<file path="config.mk">
export PLATFORM = sky130hd
export DESIGN_NAME = stage2_unpooling
export DESIGN_NICKNAME = d
export VERILOG_FILES = /design/src/rtl/stage2_unpooling_pkg.sv /design/src/rtl/stage2_unpooling_line_buffer.sv /design/src/rtl/stage2_unpooling.sv
export SDC_FILE = /design/constraint.sdc
export NUM_CORES = 1
export LEC_CHECK = 0
export ABC_AREA = 1
export CAP_MARGIN = 20
export CORE_ASPECT_RATIO = 1.1
export CORE_MARGIN = 5
export CORE_UTILIZATION = 61
export CTS_CLUSTER_SIZE = 28
export DETAILED_ROUTE_END_ITERATION = 7
export PLACE_DENSITY = 0.82
export SLEW_MARGIN = 20
export SYNTH_ARGS = -nofsm -noshare
export SYNTH_HDL_FRONTEND = slang
export SYNTH_SLANG_ARGS = --single-unit
export TNS_END_PERCENT = 10
</file>
<file path="constraint.sdc">
create_clock -name clk -period 6.1 [get_ports clk]
set_clock_uncertainty 0.15 [all_clocks]
set_input_delay 0.61 -clock clk [delete_from_list [all_inputs] [get_ports clk]]
set_output_delay 0.61 -clock clk [all_outputs]
set_load 0.01 [all_outputs]
</file>
<file path="src/rtl/stage2_unpooling_pkg.sv">
// stage2_unpooling_pkg
//   Shared constants and types for the stage-2 unpooling block.
//   - ST2_POOL_IBW / ST2_UNPOOL_IBW : pixel width of the stage-2 pool path
//   - ST2_UNPOOL_X / ST2_UNPOOL_Y   : default output frame size
//   - unpool_state_e                : row-parity state (even rows load, odd rows replay)
//   - lb_addr_w()                   : address width of the half-width line buffer
package stage2_unpooling_pkg;

    localparam int ST2_POOL_IBW   = 19;
    localparam int ST2_UNPOOL_IBW = ST2_POOL_IBW;
    localparam int ST2_UNPOOL_X   = 24;
    localparam int ST2_UNPOOL_Y   = 24;

    typedef enum logic {
        S_EVEN = 1'b0,
        S_ODD  = 1'b1
    } unpool_state_e;

    // One line-buffer entry per input column (OUT_X/2), at least one address bit.
    function automatic int lb_addr_w(input int out_x);
        return (out_x / 2 > 1) ? $clog2(out_x / 2) : 1;
    endfunction

endpackage

</file>
<file path="src/rtl/stage2_unpooling_line_buffer.sv">
// stage2_unpooling_line_buffer
//   Unpool line buffer: holds one row of pooled pixels so the odd output row
//   can replay the even row without re-reading the input stream.
//   Ports:
//     clk      : clock
//     i_we     : write enable (one write per accepted input pixel)
//     i_waddr  : write address (input column)
//     i_wdata  : pixel to store
//     i_raddr  : read address (input column)
//     o_rdata  : combinational read data
//   Storage is not reset; every entry is written on the even row before the
//   odd row reads it.
module stage2_unpooling_line_buffer #(
    parameter int IBW   = 19,
    parameter int DEPTH = 12,
    parameter int AW    = 4
) (
    input  logic           clk,
    input  logic           i_we,
    input  logic [AW-1:0]  i_waddr,
    input  logic [IBW-1:0] i_wdata,
    input  logic [AW-1:0]  i_raddr,
    output logic [IBW-1:0] o_rdata
);

    logic [IBW-1:0] r_mem [DEPTH];

    always_ff @(posedge clk) begin
        if (i_we) begin
            r_mem[i_waddr] <= i_wdata;
        end
    end

    assign o_rdata = r_mem[i_raddr];

endmodule

</file>
<file path="src/rtl/stage2_unpooling.sv">
// stage2_unpooling
//   2x upsampling stage (inverse of the stage-2 2x2 max pool). Consumes a
//   raster of OUT_X/2 x OUT_Y/2 pooled pixels and produces an OUT_X x OUT_Y
//   raster. Default: nearest-neighbour replication into each 2x2 block.
//   Build option UNPOOL_ZERO_FILL_EN: zero-insertion unpooling; only the
//   top-left pixel of each block carries data, no line buffer is built.
//   Ports:
//     clk, reset          : clock, synchronous active-high reset
//     i_in_valid/i_in_fmap: input pixel stream
//     o_in_ready          : input accepted this cycle (combinational)
//     o_ot_valid/o_ot_fmap: output pixel stream (registered)
//     o_ot_last           : marks the final pixel of the output frame
//     i_ot_ready          : downstream accepts the output this cycle
//
//   state  | meaning
//   S_EVEN | output rows 0,2,..: phase 0 loads a new input, phase 1 repeats it
//   S_ODD  | output rows 1,3,..: replay the stored row, no input accepted
module stage2_unpooling
    import stage2_unpooling_pkg::*;
#(
    parameter int IBW   = ST2_UNPOOL_IBW,
    parameter int OUT_X = ST2_UNPOOL_X,
    parameter int OUT_Y = ST2_UNPOOL_Y
) (
    input  logic           clk,
    input  logic           reset,
    input  logic           i_in_valid,
    input  logic [IBW-1:0] i_in_fmap,
    output logic           o_in_ready,
    output logic           o_ot_valid,
    output logic [IBW-1:0] o_ot_fmap,
    output logic           o_ot_last,
    input  logic           i_ot_ready
);

    localparam int CW = (OUT_X > 1) ? $clog2(OUT_X) : 1;
    localparam int RW = (OUT_Y > 1) ? $clog2(OUT_Y) : 1;

    unpool_state_e  r_state;
    logic           r_phase;
    logic [CW-1:0]  r_out_col;
    logic [RW-1:0]  r_out_row;
    logic           r_ot_valid;
    logic [IBW-1:0] r_ot_fmap;
    logic           r_ot_last;

    logic           w_slot_free;
    logic           w_in_ready;
    logic           w_in_xfer;
    logic           w_col_end;
    logic           w_row_end;
    logic [IBW-1:0] w_even_rep;
    logic [IBW-1:0] w_odd_data;

    assign w_slot_free = !r_ot_valid || i_ot_ready;
    assign w_in_ready  = (r_state == S_EVEN) && !r_phase && w_slot_free;
    assign w_in_xfer   = i_in_valid && w_in_ready;
    assign w_col_end   = (r_out_col == CW'(OUT_X - 1));
    assign w_row_end   = (r_out_row == RW'(OUT_Y - 1));

`ifdef UNPOOL_ZERO_FILL_EN
    assign w_even_rep = '0;
    assign w_odd_data = '0;
`else
    localparam int LB_AW = lb_addr_w(OUT_X);

    logic [LB_AW-1:0] w_lb_addr;

    // Each input column covers two output columns.
    assign w_lb_addr  = LB_AW'(r_out_col >> 1);
    assign w_even_rep = r_ot_fmap;

    stage2_unpooling_line_buffer #(
        .IBW   (IBW),
        .DEPTH (OUT_X / 2),
        .AW    (LB_AW)
    ) u_line_buffer (
        .clk     (clk),
        .i_we    (w_in_xfer),
        .i_waddr (w_lb_addr),
        .i_wdata (i_in_fmap),
        .i_raddr (w_lb_addr),
        .o_rdata (w_odd_data)
    );
`endif

    always_ff @(posedge clk) begin
        if (reset) begin
            r_state    <= S_EVEN;
            r_phase    <= 1'b0;
            r_out_col  <= '0;
            r_out_row  <= '0;
            r_ot_valid <= 1'b0;
            r_ot_fmap  <= '0;
            r_ot_last  <= 1'b0;
        end else begin
            case (r_state)
                S_EVEN: begin
                    if (!r_phase) begin
                        if (w_in_xfer) begin
                            r_ot_fmap  <= i_in_fmap;
                            r_ot_valid <= 1'b1;
                            r_ot_last  <= 1'b0;
                            r_phase    <= 1'b1;
                            r_out_col  <= r_out_col + CW'(1);
                        end else if (w_slot_free) begin
                            r_ot_valid <= 1'b0;
                            r_ot_last  <= 1'b0;
                        end
                    end else if (w_slot_free) begin
                        r_ot_fmap  <= w_even_rep;
                        r_ot_valid <= 1'b1;
                        r_ot_last  <= 1'b0;
                        r_phase    <= 1'b0;
                        if (w_col_end) begin
                            r_out_col <= '0;
                            r_out_row <= r_out_row + RW'(1);
                            r_state   <= S_ODD;
                        end else begin
                            r_out_col <= r_out_col + CW'(1);
                        end
                    end
                end
                S_ODD: begin
                    if (w_slot_free) begin
                        r_ot_fmap  <= w_odd_data;
                        r_ot_valid <= 1'b1;
                        if (w_col_end) begin
                            r_out_col <= '0;
                            r_state   <= S_EVEN;
                            if (w_row_end) begin
                                r_ot_last <= 1'b1;
                                r_out_row <= '0;
                            end else begin
                                r_ot_last <= 1'b0;
                                r_out_row <= r_out_row + RW'(1);
                            end
                        end else begin
                            r_ot_last <= 1'b0;
                            r_out_col <= r_out_col + CW'(1);
                        end
                    end
                end
            endcase
        end
    end

    assign o_in_ready = w_in_ready;
    assign o_ot_valid = r_ot_valid;
    assign o_ot_fmap  = r_ot_fmap;
    assign o_ot_last  = r_ot_last;

endmodule

</file>
Yosys cells after proc, flatten, opt, wreduce, memory -nomap -nowiden
Memory sizes are Yosys's and may differ from the RTL's. A register that Yosys moved wholly into a read port is not among the register bits. Cells that the tools add are included. W data, S select, Z words.

Register bits: 33. Latch bits: 0. Bits in writable memories: 228. ROM bits: 0. Input port bits: 23. Word-level logic and storage cells: 70. Memories kept: 1.

Memories: u_line_buffer.r_mem (depth 12, width 19, rd ports 1, clocked after memory_dff 1, write ports 1, line stage2_unpooling_line_buffer.sv:26) `logic [IBW-1:0] r_mem [DEPTH];`.

Add/subtract/negate cells: 2. Multiply operators: 0. Div/mod/pow operators: 0. $lt $le $gt $ge: 0. Eq/ne operators: 11. Shifts and indexed selects: 0. Mux-type cells: 40. Bitwise gates (word level): 1. Reduce and logical (&&, ||, !) cells: 8.

Operators with widths (number): $mux W19 (3); $mux W5 (10); $pmux W19 S2 (1); $pmux W5 S2 (2); $mux W1 (19); $add A5 B1 Y5 const B (2); $eq A5 B5 Y1 const B (2); $mux W4 (2); $ne A2 B2 Y1 const B (4); $ne A2 B1 Y1 const B (3); $pmux W1 S2 (3); $reduce_and A5 Y1 (1); $ne A4 B3 Y1 const B (1); $logic_and A1 B1 Y1 (3); $ne A3 B2 Y1 const B (1); $reduce_and A3 Y1 (1); $logic_not A1 Y1 (2); $logic_or A1 B1 Y1 (1); $not A1 Y1 (1).

Depth between registers and ports, before layout
Depth after elaboration: 9. Mapped depth: 12. Gate-level depth less buffers: 9.

Modules after synthesis
From an unflattened synthesis, not the netlist that was laid out.

Cells, all modules: 1088. Area total of the unflattened synthesis: 11279.6 um2.

Modules (own cells, without submodules): stage2_unpooling_line_buffer (instances 1, cells each 869, area each 9589.2 um2, seq. area each 6846.6 um2); stage2_unpooling (instances 1, cells each 219, area each 1690.4 um2, seq. area each 660.6 um2).

Least setup slack after synthesis
No wires, ideal clock.

Kind: in2reg. From: input i_ot_ready. To: memory u_line_buffer.r_mem[11][0] (enable). Library setup time: 0.395 ns. Data arrival time: 1.906 ns. Data required time: 5.555 ns. Slack: 3.649 ns. Stages: 6. Path buffers: 0. Path through: nor2_4 nor2_4 nand2_2 inv_1 nand3_1 nor2_1.

Cells in the longest elaborated chain, start to end: 5.

Ends and longest elaborated chain: start: declaration (line stage2_unpooling.sv:33) `input logic i_ot_ready`; $logic_or A1 B1 Y1 (line stage2_unpooling.sv:55) `assign w_slot_free = !r_ot_valid || i_ot_ready;`; $logic_and A1 B1 Y1 (line stage2_unpooling.sv:56) `assign w_in_ready = (r_state == S_EVEN) && !r_phase && w_slot_free;`; named net o_in_ready (line stage2_unpooling.sv:29) `output logic o_in_ready,`; $logic_and A1 B1 Y1 (line stage2_unpooling.sv:57) `assign w_in_xfer = i_in_valid && w_in_ready;`; $mux W1 (line stage2_unpooling_line_buffer.sv:29) `if (i_we) begin`; $mux W1 (implied by the code) (line stage2_unpooling_line_buffer.sv:30) `r_mem[i_waddr] <= i_wdata;`; end: declaration (line stage2_unpooling_line_buffer.sv:26).

The timed path passes the listed nets, and every way through them passes these cells.

==> metrics.txt <==
# TYPE chip_impl_metric gauge
chip_impl_info{name="outcome",value="complete, but fails checks"} 1
chip_impl_info{name="failing_checks",value="DRC"} 1
chip_impl_metric{name="synthDistinctLibCells",unit=""} 29
chip_impl_metric{name="buffers_on_ports",unit=""} 44
chip_impl_metric{name="area.growth.synth_to_final",unit="%"} 12.4
chip_impl_metric{name="std_cell_rows",unit=""} 51
chip_impl_metric{name="cts.sink_count",unit=""} 265
chip_impl_metric{name="antenna_found_initial",unit=""} 0
chip_impl_metric{name="synth-seq-cells",unit=""} 265
chip_impl_metric{name="die_width",unit="um"} 139
chip_impl_metric{name="postRouteWirelength",unit="um"} 28300
chip_impl_metric{name="vias",unit=""} 7849
chip_impl_metric{name="critPathArrivalTime",unit="ns"} 3.01
chip_impl_info{name="combinational_family_with_the_most_area_after_synthesis",value="simple AND/OR/NAND/NOR gates"} 1
chip_impl_metric{name="gp_congestion",unit=""} 0.950
chip_impl_metric{name="layout-drive-gt1-share",unit="%"} 8.50
chip_impl_metric{name="post-route-min-period",unit="ns"} 2.69
chip_impl_info{name="worstSetupEndpointType",value="flip-flop"} 1
chip_impl_metric{name="viasPerCell",unit=""} 5.89
chip_impl_metric{name="die_height",unit="um"} 152
chip_impl_metric{name="synth-async-reset-ratio",unit="%"} 0
chip_impl_info{name="worst-setup-path-type",value="flip-flop to flip-flop"} 1
chip_impl_metric{name="post_syn_area",unit="sq mm"} 0.0111
chip_impl_metric{name="drt_drc_violations_left",unit=""} 16
chip_impl_info{name="cts.root.buffer_cell",value="sky130_fd_sc_hd__clkbuf_16"} 1
chip_impl_info{name="post-synth-top-area-cell",value="sky130_fd_sc_hd__edfxtp_1"} 1
chip_impl_metric{name="syn_area_per_cell",unit="sq um"} 10.5
chip_impl_info{name="tritoncts",value="built"} 1
chip_impl_metric{name="hold_buffers",unit=""} 0
chip_impl_info{name="worst_hold_startpoint",value="o_ot_fmap[3]$_SDFFE_PP0P_"} 1
chip_impl_metric{name="netlist_instances",unit=""} 1053
chip_impl_metric{name="synth_adder_area_share",unit="%"} 0.225
chip_impl_metric{name="die_area",unit="sq mm"} 0.0210
chip_impl_metric{name="yosys.area.top_type_share",unit="%"} 61.6
chip_impl_metric{name="ant_nets",unit=""} 0
chip_impl_metric{name="synth-warning-count",unit=""} 0
chip_impl_metric{name="fmax",unit="MHz"} 371
chip_impl_info{name="timing.hold.worst.class",value="flip-flop to flip-flop"} 1
chip_impl_metric{name="grt_pass1_vias",unit=""} 7509
chip_impl_metric{name="detailed_place_hpwl",unit="um"} 17000
chip_impl_metric{name="overall_fraction_of_global_route_tracks_in_use",unit="%"} 26.7
chip_impl_info{name="rsz0062_at_grt",value="false"} 1
chip_impl_info{name="synth_ff_type",value="sky130_fd_sc_hd__edfxtp_1"} 1
chip_impl_metric{name="layout.nets",unit=""} 1099
chip_impl_info{name="reg2reg_to",value="o_ot_fmap[16]$_SDFFE_PP0P_"} 1
chip_impl_metric{name="post_cts.resized_instances",unit=""} 0
chip_impl_metric{name="max_cap_viol_count",unit=""} 0
chip_impl_metric{name="max_slew.worst_pin.slew",unit="ns"} 1.08
chip_impl_metric{name="fillerInstances",unit=""} 1183
chip_impl_metric{name="gr_ovfl_total",unit=""} 0
chip_impl_metric{name="clk_latency",unit="ns"} 0.53
chip_impl_metric{name="setup-violations-final",unit=""} 0
chip_impl_metric{name="power_leakage",unit="uW"} 0.00473
chip_impl_metric{name="yosysSeqAreaShare",unit="%"} 68.3
chip_impl_metric{name="global_route_wire_length_before_repair",unit="um"} 42300
chip_impl_metric{name="synth-edff-count",unit=""} 228
chip_impl_info{name="ys_top_cells_by_area",value="sky130_fd_sc_hd__edfxtp_1, sky130_fd_sc_hd__nand2_1, sky130_fd_sc_hd__dfxtp_1"} 1
chip_impl_metric{name="final-instance-count-excl-fill",unit=""} 1332
chip_impl_metric{name="post-cts-setup-buffers",unit=""} 0
chip_impl_info{name="worstSetupStartpointType",value="flip-flop"} 1
chip_impl_metric{name="drt_iter0_markers",unit=""} 848
chip_impl_metric{name="cp_max_fo",unit=""} 83
chip_impl_metric{name="drt_pass1_iterations",unit=""} 8
chip_impl_metric{name="cts-buffers-inserted",unit=""} 26
chip_impl_metric{name="fin_total_pwr",unit="uW"} 3990
chip_impl_metric{name="antenna_diode_count",unit=""} 0
chip_impl_metric{name="min_delay_path_depth",unit=""} 2
chip_impl_metric{name="finalHoldViolCount",unit=""} 0
chip_impl_metric{name="grt_max_degree",unit=""} 105
chip_impl_metric{name="area_taken_by_multi_input_logic_gates",unit="sq mm"} 0.00281
chip_impl_metric{name="clk_pin_slew_worst_setup_hold_paths",unit="ns"} 0.07
chip_impl_metric{name="min_period_over_period",unit="%"} 44.1
chip_impl_metric{name="area.sequential",unit="sq mm"} 0.00759
chip_impl_info{name="synth_common_cells",value="sky130_fd_sc_hd__nand2_1, sky130_fd_sc_hd__edfxtp_1, sky130_fd_sc_hd__nand3_1, sky130_fd_sc_hd__inv_1, sky130_fd_sc_hd__nor2_1"} 1
chip_impl_metric{name="relSlewSlack",unit="%"} 27.6
chip_impl_metric{name="post_synthesis_compound_gate_area_fraction",unit="%"} 4.33
chip_impl_metric{name="synth_mux_area_share",unit="%"} 0
chip_impl_metric{name="post_synth_xor_area_fraction",unit="%"} 0.0789
chip_impl_metric{name="synthSimpleGateAreaFrac",unit="%"} 20.4
chip_impl_metric{name="r2r_slack",unit="ns"} 3.41
chip_impl_metric{name="avgRoutedWirePerCell",unit="um"} 21.3
chip_impl_metric{name="critical_path_rt",unit="ns"} 6.42
chip_impl_metric{name="timing.reg2reg.worst_path_depth",unit=""} 8
chip_impl_metric{name="design.portCount",unit=""} 45
chip_impl_metric{name="slew_viol_final",unit=""} 0
chip_impl_info{name="whs_endpoint",value="o_ot_fmap[3]$_SDFFE_PP0P_"} 1
chip_impl_metric{name="max-clock-path-buffers",unit=""} 3
chip_impl_metric{name="floorplan.core_area",unit="sq mm"} 0.0178
chip_impl_metric{name="floorplan.initialDensity",unit="%"} 62.4
chip_impl_info{name="post-synth-top-count-cell",value="sky130_fd_sc_hd__nand2_1"} 1
chip_impl_metric{name="fin_tns_setup",unit="ns"} 0
chip_impl_metric{name="ctsHtreeMaxLevel",unit=""} 1
chip_impl_metric{name="vdd_ir_drop_max",unit="uV"} 346
chip_impl_metric{name="post-place-cells",unit=""} 1284
chip_impl_metric{name="cellPowerDensity",unit="mW/mm^2"} 319
chip_impl_metric{name="postSynthNetCount",unit=""} 1078
==> kinds of logic (layout without fill, tap and decap cells) <==
kind of cell	count (synthesis)	count (layout)
xor gates and xnor gates	1	1
buffers and inverters	163	204
adders and majority gates	2	2
DFF	265	265
and+or+nand+nor	527	527
AOI/OAI and AO/OA	95	95
==> sequential cells by signal, summed over array words and instances (netlist names), named ones only <==
signal / flops
r_out_row: 5
r_phase: 1
o_ot_valid: 1
u_line_buffer.r_mem: 228
r_out_col: 5
o_ot_fmap: 19
o_ot_last: 1
r_state: 1
==> final cells by class <==
class	instances	share of cell area (%)
multi-input combinational	625	22.5
clock inverter	21	1.87
inverter	109	3.32
timing repair buffer	47	3.71
sequential	265	60.8
clock buffer	27	5.41
tap	238	2.38
==> through the flow <==
stage,instance area (sq um),hold slack (ns),worst slack (ns),util [%]
finish,12500,0.313,3.41,70.2
global route,12500,0.343,3.29,70.2
CTS,12500,0.315,3.43,70.2
detailed placement,11600,0.304,2.94,65.0
global placement,11600,0.302,3.04,65.0
floorplan,11100,0.292,3.65,-
==> placed cells by master (no fill, tap or decap), types with 4 or more instances in the layout <==
cell type                         instances
sky130_fd_sc_hd__nand2_1                262
sky130_fd_sc_hd__edfxtp_1               228
sky130_fd_sc_hd__nand3_1                147
sky130_fd_sc_hd__inv_1                  101
sky130_fd_sc_hd__nor2_1                  75
sky130_fd_sc_hd__o21ai_0                 44
sky130_fd_sc_hd__clkdlybuf4s50_1         44
sky130_fd_sc_hd__a21oi_1                 37
sky130_fd_sc_hd__dfxtp_1                 35
sky130_fd_sc_hd__clkbuf_16               27
sky130_fd_sc_hd__nor2_2                  12
sky130_fd_sc_hd__or2_2                   12
sky130_fd_sc_hd__o21ai_1                 12
sky130_fd_sc_hd__clkinv_2                 7
sky130_fd_sc_hd__nand2_2                  6
sky130_fd_sc_hd__nor2_4                   5
sky130_fd_sc_hd__clkinvlp_4               5
sky130_fd_sc_hd__inv_2                    4
sky130_fd_sc_hd__clkinv_1                 4
sky130_fd_sc_hd__bufinv_16                4
==> worst max path at each step <==
stage                                                        to          startpoint  cells after the start
after global placement    u_line_buffer.r_mem[10][18]$_DFFE_PP_          i_ot_ready                      7
after detailed placement   u_line_buffer.r_mem[10][7]$_DFFE_PP_          i_ot_ready                      7
final                                o_ot_fmap[16]$_SDFFE_PP0P_           flip-flop                      8
after global routing                 o_ot_fmap[16]$_SDFFE_PP0P_           flip-flop                      9
after CTS                                            o_in_ready  r_state$_SDFF_PP0_                      5
after floorplan            u_line_buffer.r_mem[11][0]$_DFFE_PP_          i_ot_ready                      6
==> power breakdown <==
part | internal [uW] | switching [uW]
combinational | 86.6 | 204
clock | 984 | 700
sequential | 2000 | 20.3
total | 3070 | 924
==> per-layer routing <==
metal  routed length [um]  share of wire (%)  global-route usage [%]  up-vias
li1                     -                  -                       -     3555
met1                10200                 36                    33.1     3704
met2                13600                 48                    44.4      497
met3                 2920                 10                    5.46       93
met4                 1640                5.8                    15.3        0
met5                    0                  0                       0        -
==> critical path, stage by stage, from the launching register on <==
cell and delay [ns]:
sky130_fd_sc_hd__dfxtp_4 0.64, sky130_fd_sc_hd__buf_4 0.76, sky130_fd_sc_hd__or2_2 0.24, sky130_fd_sc_hd__nand3_1 0.16, sky130_fd_sc_hd__o21ai_1 0.18, sky130_fd_sc_hd__nand2_1 0.06, sky130_fd_sc_hd__nand3_1 0.13, sky130_fd_sc_hd__nand2_1 0.08
sky130_fd_sc_hd__a21oi_1 0.13
Note: power is estimated with default switching activity, not from simulation.
